$ cat config.mk
export PLATFORM = sky130hd
export DESIGN_NAME = parity_serial_rx
export DESIGN_NICKNAME = d
export VERILOG_FILES = /design/src/rtl/parity_serial_rx.sv
export SDC_FILE = /design/constraint.sdc
export NUM_CORES = 1
export LEC_CHECK = 0
export ABC_AREA = 1
export CAP_MARGIN = 5
export CELL_PAD_IN_SITES_DETAIL_PLACEMENT = 1
export CELL_PAD_IN_SITES_GLOBAL_PLACEMENT = 2
export CORE_MARGIN = 2
export CORE_UTILIZATION = 25
export DETAILED_ROUTE_END_ITERATION = 12
export HOLD_SLACK_MARGIN = 0.05
export PLACE_DENSITY = 0.67
export SYNTH_ARGS = -nofsm -noshare
export SYNTH_HDL_FRONTEND = slang
export SYNTH_SLANG_ARGS = --single-unit
export TNS_END_PERCENT = 5
$ cat constraint.sdc
create_clock -name clk -period 3.1 [get_ports clk]
set_clock_uncertainty 0.15 [all_clocks]
set_input_delay 0.62 -clock clk [delete_from_list [all_inputs] [get_ports clk]]
set_output_delay 0.62 -clock clk [all_outputs]
set_load 0.02 [all_outputs]
$ cat src/rtl/parity_serial_rx.sv
// parity_serial_rx: receive end of the XOR-parity serial link. Deserialises
// start / data (LSB first) / parity / stop frames from an asynchronous line
// and reports each word together with its parity and framing status.
`timescale 1ns/1ps
module parity_serial_rx #(
    parameter int DATA_BITS    = 8,
    parameter int CLKS_PER_BIT = 16,
    parameter int ODD_PARITY   = 0
) (
    input  logic                 clk,
    input  logic                 rst_n,
    input  logic                 rx,
    output logic [DATA_BITS-1:0] data_out,
    output logic                 data_valid,
    output logic                 parity_err,
    output logic                 frame_err,
    output logic                 busy
);

    localparam int CNT_W = $clog2(CLKS_PER_BIT);
    localparam int IDX_W = $clog2(DATA_BITS + 1);
    localparam logic [CNT_W-1:0] LP_CNT_LAST = CNT_W'(CLKS_PER_BIT - 1);
    localparam logic [CNT_W-1:0] LP_CNT_MID  = CNT_W'(CLKS_PER_BIT / 2 - 1);
    localparam logic [IDX_W-1:0] LP_IDX_LAST = IDX_W'(DATA_BITS - 1);
    localparam logic             LP_ODD      = (ODD_PARITY != 0);

    typedef enum logic [2:0] {
        ST_IDLE   = 3'd0,
        ST_START  = 3'd1,
        ST_DATA   = 3'd2,
        ST_PARITY = 3'd3,
        ST_STOP   = 3'd4
    } state_t;

    // Parity mismatch: accumulated data XOR, received parity bit and the
    // polarity selection must combine to zero for a clean frame.
    function automatic logic f_parity_err(input logic acc, input logic sample);
        return acc ^ sample ^ LP_ODD;
    endfunction

    state_t               r_state;
    state_t               w_state_nxt;
    logic                 r_rx_meta;
    logic                 r_rx_s;
    logic [CNT_W-1:0]     r_cnt;
    logic [IDX_W-1:0]     r_idx;
    logic [DATA_BITS-1:0] r_shift;
    logic                 r_acc;
    logic                 r_perr;
    logic [DATA_BITS-1:0] r_data_out;
    logic                 r_data_valid;
    logic                 r_parity_err;
    logic                 r_frame_err;
    logic                 r_busy;
    logic                 w_mid_start;
    logic                 w_data_tick;
    logic                 w_perr_load;
    logic                 w_frame_done;

    // Two-flop synchroniser for the asynchronous serial line (idle high).
    always_ff @(posedge clk) begin
        if (!rst_n) begin
            r_rx_meta <= 1'b1;
            r_rx_s    <= 1'b1;
        end else begin
            r_rx_meta <= rx;
            r_rx_s    <= r_rx_meta;
        end
    end

    // FSM state register.
    always_ff @(posedge clk) begin
        if (!rst_n) begin
            r_state <= ST_IDLE;
        end else begin
            r_state <= w_state_nxt;
        end
    end

    // FSM next-state logic; every sampling point is the middle of a bit.
    always_comb begin
        w_state_nxt = r_state;
        case (r_state)
            ST_IDLE: begin
                if (!r_rx_s) w_state_nxt = ST_START;
                else         w_state_nxt = ST_IDLE;
            end
            ST_START: begin
                if (w_mid_start) w_state_nxt = r_rx_s ? ST_IDLE : ST_DATA;
                else             w_state_nxt = ST_START;
            end
            ST_DATA: begin
                if (w_data_tick && (r_idx == LP_IDX_LAST)) w_state_nxt = ST_PARITY;
                else                                       w_state_nxt = ST_DATA;
            end
            ST_PARITY: begin
                if (w_perr_load) w_state_nxt = ST_STOP;
                else             w_state_nxt = ST_PARITY;
            end
            ST_STOP: begin
                // Leaving at mid-stop lets a back-to-back start edge be seen.
                if (w_frame_done) w_state_nxt = ST_IDLE;
                else              w_state_nxt = ST_STOP;
            end
            default: w_state_nxt = ST_IDLE;
        endcase
    end

    // FSM output decode: per-state sampling strobes.
    always_comb begin
        w_mid_start  = 1'b0;
        w_data_tick  = 1'b0;
        w_perr_load  = 1'b0;
        w_frame_done = 1'b0;
        case (r_state)
            ST_START:  w_mid_start  = (r_cnt == LP_CNT_MID);
            ST_DATA:   w_data_tick  = (r_cnt == LP_CNT_LAST);
            ST_PARITY: w_perr_load  = (r_cnt == LP_CNT_LAST);
            ST_STOP:   w_frame_done = (r_cnt == LP_CNT_LAST);
            default:   w_mid_start  = 1'b0;
        endcase
    end

    // Bit-period counter: held at zero in IDLE, realigned at mid start bit.
    always_ff @(posedge clk) begin
        if (!rst_n) begin
            r_cnt <= '0;
        end else if ((r_state == ST_IDLE) || w_mid_start) begin
            r_cnt <= '0;
        end else if (r_cnt == LP_CNT_LAST) begin
            r_cnt <= '0;
        end else begin
            r_cnt <= r_cnt + CNT_W'(1);
        end
    end

    // Data shift register, bit index and running parity accumulator.
    always_ff @(posedge clk) begin
        if (!rst_n) begin
            r_idx   <= '0;
            r_shift <= '0;
            r_acc   <= 1'b0;
            r_perr  <= 1'b0;
        end else if ((r_state == ST_IDLE) || w_mid_start) begin
            r_idx <= '0;
            r_acc <= 1'b0;
        end else if (w_data_tick) begin
            // LSB arrives first, so shifting in from the top leaves bit i at [i].
            r_shift <= {r_rx_s, r_shift[DATA_BITS-1:1]};
            r_acc   <= r_acc ^ r_rx_s;
            r_idx   <= r_idx + IDX_W'(1);
        end else if (w_perr_load) begin
            r_perr <= f_parity_err(r_acc, r_rx_s);
        end else begin
            r_acc <= r_acc;
        end
    end

    // Registered outputs: word and status update together with the valid pulse.
    always_ff @(posedge clk) begin
        if (!rst_n) begin
            r_data_out   <= '0;
            r_data_valid <= 1'b0;
            r_parity_err <= 1'b0;
            r_frame_err  <= 1'b0;
            r_busy       <= 1'b0;
        end else begin
            r_data_valid <= w_frame_done;
            r_busy       <= (w_state_nxt != ST_IDLE);
            if (w_frame_done) begin
                r_data_out   <= r_shift;
                r_parity_err <= r_perr;
                r_frame_err  <= ~r_rx_s;
            end else begin
                r_data_out   <= r_data_out;
            end
        end
    end

    assign data_out   = r_data_out;
    assign data_valid = r_data_valid;
    assign parity_err = r_parity_err;
    assign frame_err  = r_frame_err;
    assign busy       = r_busy;

endmodule

==> run_results.csv <==
group,metric,value,unit
place,port_buffers,14,
drt,drt_iter0_drc,53,
worst_setup_path,crit_path_end_kind,"primary output",
worst_setup_path,path_class,"reg2out",
synth,synth_top_area_cell,"dfxtp_1",
floorplanning,coreArea,5470,um^2
timing,slew_headroom,81.9,%
timing,hold_viol,0,
floorplanning,rows,27,
cells_and_area,regArea,701,um^2
worst_setup_path,cp_slowest_stage_delay,610,ps
worst_setup_path,reg2reg_slack,1370,ps
drt,wl_per_cell,11.7,um
timing,setup_slack,1110,ps
cells_and_area,final_cell_mix,"nor2_1 (52), dfxtp_1 (35), nand2_1 (21), o21ai_0 (14), clkdlybuf4s50_1 (14)",
cells_and_area,antennaDiodeCount,0,
floorplanning,die_area,6250,um^2
synth,synth_cell_types,23,
pwr,p_per_area,523,nW/um^2
cts,cts.sinks,35,
synth,yosysSeqAreaShare,49.8,%
floorplanning,fp.dieW,79.0,um
worst_setup_path,path_cells,"clkdlybuf4s50_1",
cts,insertion_delay,280,ps
worst_setup_path,cp-start-kind,"register",
timing,tns,0,ps
worst_hold_path,hp-class,"reg2reg",
cts,clkTransAtPathRegs,70,ps
place,place_ws,1060,ps
place,gp_congestion,0.722,
cells_and_area,fin_util,31.5,%
timing,finalSetupViolCount,0,
worst_setup_path,crit_buf_inv,1,
timing,fmax,0.502,GHz
cts,post_cts_buffers,0,
cts,root_buffer,"clkbuf_8",
synth,synth_nets,185,
worst_setup_path,worstPathMaxFanout,2,
floorplanning,io_pins,15,
floorplanning,dieHeight,79.0,um
pwr,ir_drop,0.000230,V
cells_and_area,fill_cells,686,
timing,fin_crit,1990,ps
drt,ant_nets,0,
cts,numCtsBuffers,5,
synth,ys_warn_count,0,
worst_setup_path,required,2330,ps
cells_and_area,final_area,1720,um^2
synth,syn_area,1410,um^2
synth,avgSynthCellArea,7.82,um^2
synth,ys_top_cells_by_area,"dfxtp_1 (50%), nor2_1 (14%), nand2_1 (5.6%)",
timing,min_period_over_period,64.3,%
worst_setup_path,cpLargestDelayFamily,"buffers and inverters",
drt,drc,0,
timing,worst_pin_slew,268,ps
flow_run,cap_violations,0,
pwr,power_leakage,0.000753,uW
drt,finalWirelength,3150,um
place,hpwl,2210,um
grt,grt_max_degree,24,
drt,vias,1166,
cts,cts_tree,"built",
cts,cts_buffer_depth,2,
worst_setup_path,arrival,1220,ps
cells_and_area,drive_gt1_share,10.6,%
timing,slew_viol_final,0,
synth,synth_seq_cells,35,
cts,hold_buffers,0,
cells_and_area,area_growth,22.3,%
place,place_area,1600,um^2
grt,antenna_found_initial,0,
grt,grt_pass1_vias,1195,
grt,track_usage,11.5,%
timing,rsz0062_at_grt,"no",
grt,grt_pass1_wl,5550,um
pwr,p_total,900,uW
cts,post_cts_resized,0,
synth,postSynthCellCount,180,
cells_and_area,layout.nets,202,
cells_and_area,layout_commonest_cell,"nor2_1",
worst_setup_path,cp_slowest_cell,"clkdlybuf4s50_1",
drt,dr.pass1.iters,4,
status,status,"complete, no violations",
grt,grt_overflow,0,
drt,via_per_inst,4.32,
floorplanning,initial_core_util,25.7,%
cts,htreeDepth,2,
synth,synth_top_area_share,49.8,%
cells_and_area,multi_input_area,613,um^2
[metal layers]
| metal | global-route usage (%) | share of wire, % |
|---|---|---|
| met3 | 4.32 | 3.5 |
| met2 | 18.2 | 46 |
| met1 | 14.2 | 50 |
| met4 | 4.14 | 1.3 |
| met5 | 0 | 0 |
[where the power goes]
part | internal, uW | switching (uW)
logic | 8.34 | 12.6
clock network | 260 | 164
registers | 452 | 2.18
[final cells by class]
cell class | count | share of cell area, %
sequential | 35 | 40.7
multi-input combinational | 126 | 35.6
timing repair buffer | 15 | 8.58
tap | 72 | 5.23
clock buffer | 6 | 4.80
inverter | 14 | 3.05
clock inverter | 2 | 2.03
[cells by family (layout without fill, tap and decap cells)]
group | count (synthesis) | in the layout | synth area share [%]
simple gates | 92 | 92 | 29.6
flops | 35 | 35 | 49.8
compound gates | 29 | 29 | 10.3
buf+inv | 19 | 37 | 6.67
xor+xnor | 3 | 3 | 1.87
fa+ha+maj | 2 | 2 | 1.78
[worst paths after layout]
| path | startpoint | end | depth (start not counted) |
|---|---|---|---|
| setup reg to reg | r_cnt[0] | data_out[7] | 6 |
| hold reg to reg | r_rx_meta | r_rx_s | 1 |
| setup / recovery | data_out[7] | data_out[7] | 1 |
| hold / removal | r_rx_meta | r_rx_s | 1 |
[sequential cells by signal (all words and copies together) (netlist names)]
name	count
busy	1
data_out	8
data_valid	1
frame_err	1
parity_err	1
r_acc	1
r_cnt	4
r_idx	4
r_perr	1
r_rx_meta	1
r_rx_s	1
r_shift	8
r_state	3
[Yosys cell counts]
cell type and number:
nand3_1 8, buf_6 1, nand2_1 21, nand3_4 1, nand3_2 1, inv_2 3, nor2_8 1, nand2_2 3
nor3_1 1, dfxtp_1 35, ha_1 2, nor2_1 52, nor2_4 1, or2_2 2, buf_4 1, o21ai_0 14
inv_1 11, nand3b_1 1, a21oi_1 9, clkbuf_1 2, xor2_1 3, buf_8 1, o21ai_1 6
[through the flow]
| stage | hold slack (ps) | std cells |
|---|---|---|
| after floorplan | 243 | 180 |
| after global placement | 249 | 262 |
| after detailed placement | 259 | 262 |
| after CTS | 274 | 270 |
| after global routing | 284 | 270 |
| final | 268 | 270 |
Note: power is estimated with default switching activity, not from simulation.
